==> config.mk <==
export PLATFORM = sky130hd
export DESIGN_NAME = pilha_param
export DESIGN_NICKNAME = d
export VERILOG_FILES = /design/src/rtl/pilha_param.sv
export SDC_FILE = /design/constraint.sdc
export NUM_CORES = 1
export LEC_CHECK = 0
export CORE_MARGIN = 2
export CORE_UTILIZATION = 39
export CTS_BUF_LIST = sky130_fd_sc_hd__clkbuf_8
export CTS_CLUSTER_DIAMETER = 50
export DETAILED_ROUTE_END_ITERATION = 10
export GPL_ROUTABILITY_DRIVEN = 0
export PLACE_DENSITY = 0.59
export SLEW_MARGIN = 10
export SYNTH_ARGS = -nofsm -noshare
export SYNTH_HDL_FRONTEND = slang
export SYNTH_SLANG_ARGS = --single-unit
==> constraint.sdc <==
create_clock -name clk -period 3.3 [get_ports clk]
set_input_delay 0.33 -clock clk [delete_from_list [all_inputs] [get_ports clk]]
set_output_delay 0.33 -clock clk [all_outputs]
set_load 0.05 [all_outputs]
==> src/rtl/pilha_param.sv <==
// Parametrised LIFO stack with occupancy count, top-of-stack peek and replace-top.
// Optional sticky overflow/underflow flags are enabled by defining PILHA_ERR_EN.
module pilha_param #(
  parameter int WIDTH = 8,
  parameter int DEPTH = 4,
  localparam int CW = $clog2(DEPTH + 1)
) (
  input  logic             clk,
  input  logic             rst,
  input  logic             push,
  input  logic             pop,
  input  logic [WIDTH-1:0] din,
  input  logic             err_clr,
  output logic [WIDTH-1:0] dout,
  output logic [WIDTH-1:0] top,
  output logic             empty,
  output logic             full,
  output logic [CW-1:0]    count,
  output logic             ovf,
  output logic             unf
);

  localparam int AW = (DEPTH > 1) ? $clog2(DEPTH) : 1;

  logic [WIDTH-1:0] mem_q [DEPTH];
  logic [WIDTH-1:0] mem_d [DEPTH];
  logic [CW-1:0]    sp_q, sp_d;
  logic [WIDTH-1:0] dout_q, dout_d;
  logic [AW-1:0]    top_idx, wr_idx;
  logic             ovf_ev, unf_ev;

  assign empty   = (sp_q == '0);
  assign full    = (sp_q == CW'(DEPTH));
  assign count   = sp_q;
  assign dout    = dout_q;
  // Index arithmetic is only used when the matching empty/full guard is clear.
  assign top_idx = AW'(sp_q - CW'(1));
  assign wr_idx  = AW'(sp_q);
  assign top     = empty ? '0 : mem_q[top_idx];

  always_comb begin
    sp_d   = sp_q;
    dout_d = dout_q;
    mem_d  = mem_q;
    ovf_ev = 1'b0;
    unf_ev = 1'b0;
    unique case ({push, pop})
      2'b10: begin
        if (!full) begin
          mem_d[wr_idx] = din;
          sp_d          = sp_q + CW'(1);
        end else begin
          ovf_ev = 1'b1;
        end
      end
      2'b01: begin
        if (!empty) begin
          dout_d = mem_q[top_idx];
          sp_d   = sp_q - CW'(1);
        end else begin
          unf_ev = 1'b1;
        end
      end
      2'b11: begin
        if (!empty) begin
          dout_d         = mem_q[top_idx];
          mem_d[top_idx] = din;
        end else begin
          // Push half still lands; only the pop half is rejected.
          mem_d[0] = din;
          sp_d     = CW'(1);
          unf_ev   = 1'b1;
        end
      end
      default: ;
    endcase
  end

  always_ff @(posedge clk) begin
    if (rst) begin
      sp_q   <= '0;
      dout_q <= '0;
    end else begin
      sp_q   <= sp_d;
      dout_q <= dout_d;
    end
  end

  // Storage needs no reset: sp bounds what is ever read.
  always_ff @(posedge clk) begin
    mem_q <= mem_d;
  end

`ifdef PILHA_ERR_EN
  logic ovf_q, ovf_d;
  logic unf_q, unf_d;

  always_comb begin
    ovf_d = ovf_ev ? 1'b1 : (err_clr ? 1'b0 : ovf_q);
    unf_d = unf_ev ? 1'b1 : (err_clr ? 1'b0 : unf_q);
  end

  always_ff @(posedge clk) begin
    if (rst) begin
      ovf_q <= 1'b0;
      unf_q <= 1'b0;
    end else begin
      ovf_q <= ovf_d;
      unf_q <= unf_d;
    end
  end

  assign ovf = ovf_q;
  assign unf = unf_q;
`else
  logic unused_err;
  assign unused_err = ^{err_clr, ovf_ev, unf_ev};
  assign ovf = 1'b0;
  assign unf = 1'b0;
`endif

endmodule

Yosys cells after proc, flatten, opt, wreduce, memory -nomap -nowiden
Index checks and enable logic that the tools add are counted.
Widths: inputs -> output; s select.
{"block": "totals", "ff_bits": 43, "inputBits": 13}
{"block": "classes", "bitwise_logic": 3, "n_eq_ne": 8, "n_lt_le_gt_ge": 4, "reduce_logical": 10, "addsub": 2, "mux": 18}
{"cell": "$bwmux 32", "n": 2}
{"cell": "$pmux 32 s2", "n": 1}
{"cell": "$mux 8", "n": 6}
{"cell": "$demux 8 s2", "n": 2}
{"cell": "$mux 32", "n": 1}
{"cell": "$mux 24", "n": 1}
{"cell": "$bmux 8 s2", "n": 1}
{"cell": "$mux 3", "n": 3}
{"cell": "$pmux 3 s3", "n": 1}
{"cell": "$ne 2x2->1 const B", "n": 4}
{"cell": "$ge 3x3->1 const B", "n": 2}
{"cell": "$lt 3x1->1 const B", "n": 2}
{"cell": "$not 2->3", "n": 2}
{"cell": "$eq 2x2->1 const B", "n": 2}
{"cell": "$reduce_and 2->1", "n": 2}
{"cell": "$reduce_and 4->1", "n": 1}
{"cell": "$add 3x1->3 const B", "n": 1}
{"cell": "$eq 3x3->1 const B", "n": 1}
{"cell": "$logic_not 3->1", "n": 1}
{"cell": "$reduce_and 3->1", "n": 1}
{"cell": "$reduce_bool 3->1", "n": 1}
{"cell": "$sub 3x1->3 const B", "n": 1}
{"cell": "$eq 2x1->1 const B", "n": 1}
{"cell": "$logic_and 1x1->1", "n": 2}
{"cell": "3 further kinds", "n": 3}

Longest topological paths before layout
Gate-level depths: netlist of run 1.
{"block": "depth", "ltp_word": 9, "mapped_depth": 9, "depth_no_buf": 6}

Worst setup path after synthesis of run 1
No wires, ideal clock.
{"block": "synth_timing", "kind": "register to output", "from": "register sp_q[0] (netlist: count[0])", "to": "output top[3]", "slack_ns": 0.729, "t_arrival_ns": 2.241, "stages_incl_launch_ff": 8, "t_required_ns": 2.970, "path_buffers": 3, "path_cell_list": "dfxtp_1 > buf_6 > buf_12 > inv_1 > ha_1 > buf_2 > mux4_2 > and2_1"}
{"block": "synth_via", "elab_chain_len": 6, "word_cells_on_any_way": 7}
{"element": "start, declared", "line_no": "27", "rtl": "logic [CW-1:0] sp_q, sp_d;"}
{"element": "start signal, assigned", "line_no": "84", "rtl": "sp_q <= sp_d;"}
{"element": "$sub 3x1->3"}
{"element": "$not 2->3 (not written as such)", "line_no": "39", "rtl": "assign top = empty ? '0 : mem_q[top_idx];"}
{"element": "$bmux 8 s2", "line_no": "39"}
{"element": "$mux 8 (not written as such) (2 in a row)", "line_no": "39"}
{"element": "$mux 8 *", "line_no": "39"}
{"element": "end, declared", "line_no": "15", "rtl": "output logic [WIDTH-1:0] top,"}
Mark *: on every way between the ends. The rest lies on a longest branch, timed or not. The select of a mux whose other input is x is not followed.

Worst setup path after layout of run 1
{"block": "layout_timing", "from": "register sp_q[1] (netlist: count[1])", "to": "output empty"}
{"block": "layout_via", "elab_chain_len": 1}
{"element": "$logic_not 3->1", "line_no": "32", "rtl": "assign empty = (sp_q == '0);"}
{"element": "end, declared", "line_no": "16", "rtl": "output logic empty,"}
No other way between the ends.

==> flow_summary.ini, run 1 <==
[status]
status = completed

[floorplanning]
fp.dieH_um = 79.46
io_pins = 36
core_area_um2 = 5507
rows = 27
die_x_um = 79.46
initial_utilization = 0.4033
die_area_um2 = 6314

[synthesis]
ys_seq_area_frac = 0.5318
synthTopCellsByArea = edfxtp_1 43%, dfxtp_1 9.9%, nor2b_1 9.0%
synth_top_area_share = 0.4327
ys_seq_elements = 43
syn_inst = 187
yosysTopAreaCell = edfxtp_1
ys_types = 34
syn-cell-area_um2 = 2221
synth.avg_cell_area_um2 = 11.88
synth_warnings = 0

[critical_path]
cpMostUsedCell = inv_1
slowest_delay_ns = 0.79
cp_top_family = buffers and inverters
r2r_cells = 6
worstPathArrival_ns = 2.57
cp_slowest_cell = clkdlybuf4s50_1
end_kind = primary output
worstPathRequired_ns = 2.97
cp.depth = 6
worst-path-buf-inv = 4
cp_max_fo = 14
criticalPathCategory = flip-flop to primary output
start_kind = flip-flop
crit_chain = inv_1 > ha_1 > nand2b_1 > buf_4 > inv_1 > clkdlybuf4s50_1

[global_route]
grt_max_degree = 17
grt_util_all_layers = 0.1495
antenna_found_initial = 0
grt_pass1_wl_um = 7031
grt.overflow.total = 0
grt_pass1_vias = 1375

[power_and_ir_drop]
power.density_nw_per_um2 = 912.0
cellLeakagePower_nw = 0.9423
ir_worst_vdd_mv = 0.4329
fin_total_pwr_mw = 2.443

[route]
ant_nets = 0
first_iter_violations = 139
routed_wl_um = 4312
wl_per_cell_um = 14.62
vias_per_cell = 4.946
route.detailed.drc = 0
vias = 1459
first_pass_iters = 5

[final_layout]
postLayoutCoreUtil = 0.4865
final_nets = 240
layout_common_cells = 32 x nor2b_1, 32 x edfxtp_1, 25 x clkdlybuf4s50_1, 17 x buf_4, 16 x nand2_1
syn_to_final_growth_pct = 20.62
n_fill_cell = 507
antenna_cells = 0
drive_above_1_share = 0.1390
final_cells = 295

[worst_hold_path]
hold_path_class = flip-flop to flip-flop
hold_depth = 2

[timing]
setup_viol = 0
period_needed_ns = 2.898
fmax_mhz = 345.1
hold_violations = 0
post-route-period-util = 0.8782
relSlewSlack = 0.5864
fin_tns_setup_ns = 0
grt_setup_unrepaired = false
drv_slew = 0
worst_slew_pin_slew_ns = 0.6083
clock_skew_ns = 0.002192

[place]
portBuffers = 32
dp_hpwl_um = 3100
dp_cells = 287

[clock_network]
cts_max_path_buffers = 2
htreeDepth = 2
cts-root-buf = clkbuf_8
clkSinkCount = 43
cts.clk_slew.worst_paths_ns = 0.08
clock_latency_ns = 0.29
cts_setup_buffers = 0
cts_hold_buffers = 0
cts_tree = yes
cts_buffers = 5
cts_resized = 0

[job]
max_cap_violations = 0
[final cells by class]
type	count	area [um^2]	share of cell area
multi-input cells	126	929.6	0.3470
clock inverters	3	16.27	0.006072
repair buffers	42	377.9	0.1411
flip-flops and latches	43	1181	0.4409
inverters	4	15.01	0.005605
well taps	72	90.09	0.03363
clock buffers	5	68.82	0.02569
[cell usage after synthesis, drive strengths merged]
library cell / n
or3: 1
edfxtp: 32
nand2: 16
ha: 5
a211oi: 1
a221oi: 1
a31oi: 1
xor2: 1
a21oi: 11
xnor2: 1
clkbuf: 3
o221ai: 1
mux2i: 6
a32oi: 1
o21ai: 5
inv: 4
nand3: 11
dfxtp: 11
nor2b: 32
buf: 12
o22ai: 1
and2: 9
nand2b: 3
nor2: 5
conb: 1
mux4: 8
nand3b: 4
[power by group]
group,internal (mW),switching (mW)
Clock,0.145,0.178
Sequential,0.713,0.0429
Combinational,0.487,0.877
Total,1.34,1.10
[flip-flops by register name (all words and copies together) (netlist names)]
name / flops
mem_q: 32
dout: 8
count: 3
[per-layer routing]
| metal | part of all wire | vias up | wire length, um | GRT usage |
|---|---|---|---|---|
| li1 | - | 724 | - | - |
| met1 | 0.43 | 682 | 1871 | 0.1867 |
| met2 | 0.49 | 49 | 2130 | 0.2521 |
| met3 | 0.062 | 4 | 268 | 0.03620 |
| met4 | 0.0093 | 0 | 40 | 0.05172 |
| met5 | 0 | - | 0 | 0 |
[cell families after synthesis]
family	synth area share
other	0.001689
xor gates and xnor gates	0.007889
buffers and inverters	0.05126
AOI/OAI and AO/OA	0.06029
muxes	0.1183
adders and majority gates	0.02817
DFF	0.5318
and+or+nand+nor	0.2006
[stage by stage]
stage	instance area, um^2	hold slack [ns]	setup WS [ns]
final	2679	0.4558	0.4020
after global routing	2679	0.4737	0.2091
after CTS	2679	0.4585	0.3928
after detailed placement	2594	0.4470	0.7224
after global placement	2594	0.4412	0.7698
after floorplan	2225	0.4028	0.7287
[path summary, 6_finish.rpt]
path	startpoint	end	slack, ns
hold / removal	dout[2]	dout[2]	0.46
setup / recovery	count[1]	empty	0.40
hold reg to reg	dout[2]	dout[2]	0.46
setup reg to reg	count[1]	mem_q[1]	1.21
[tightest hold or removal path, stage by stage, from the launching register on]
cell and delay, ns:
dfxtp_1 0.31, nand2_1 0.05, a21oi_1 0.05
(Power assumes the default switching activity.)
==> run 2: changes to the inputs <==
--- a/config.mk
+++ b/config.mk
@@ -8,7 +8,7 @@
 export CORE_MARGIN = 2
 export CORE_UTILIZATION = 39
 export CTS_BUF_LIST = sky130_fd_sc_hd__clkbuf_8
-export CTS_CLUSTER_DIAMETER = 50
+export CTS_CLUSTER_DIAMETER = 150
 export DETAILED_ROUTE_END_ITERATION = 10
 export GPL_ROUTABILITY_DRIVEN = 0
 export PLACE_DENSITY = 0.59
==> results of run 2 <==
The final DEF is identical to that of run 1; final timing and power are the same.
==> run 3: changes to the inputs <==
--- a/config.mk
+++ b/config.mk
@@ -9,9 +9,12 @@
 export CORE_UTILIZATION = 39
 export CTS_BUF_LIST = sky130_fd_sc_hd__clkbuf_8
 export CTS_CLUSTER_DIAMETER = 150
+export CTS_CLUSTER_SIZE = 30
 export DETAILED_ROUTE_END_ITERATION = 10
 export GPL_ROUTABILITY_DRIVEN = 0
+export GPL_TIMING_DRIVEN = 1
 export PLACE_DENSITY = 0.59
+export SKIP_CTS_REPAIR_TIMING = 1
 export SLEW_MARGIN = 10
 export SYNTH_ARGS = -nofsm -noshare
 export SYNTH_HDL_FRONTEND = slang
==> results of run 3 <==
The final DEF is identical to that of run 1; final timing and power are the same.
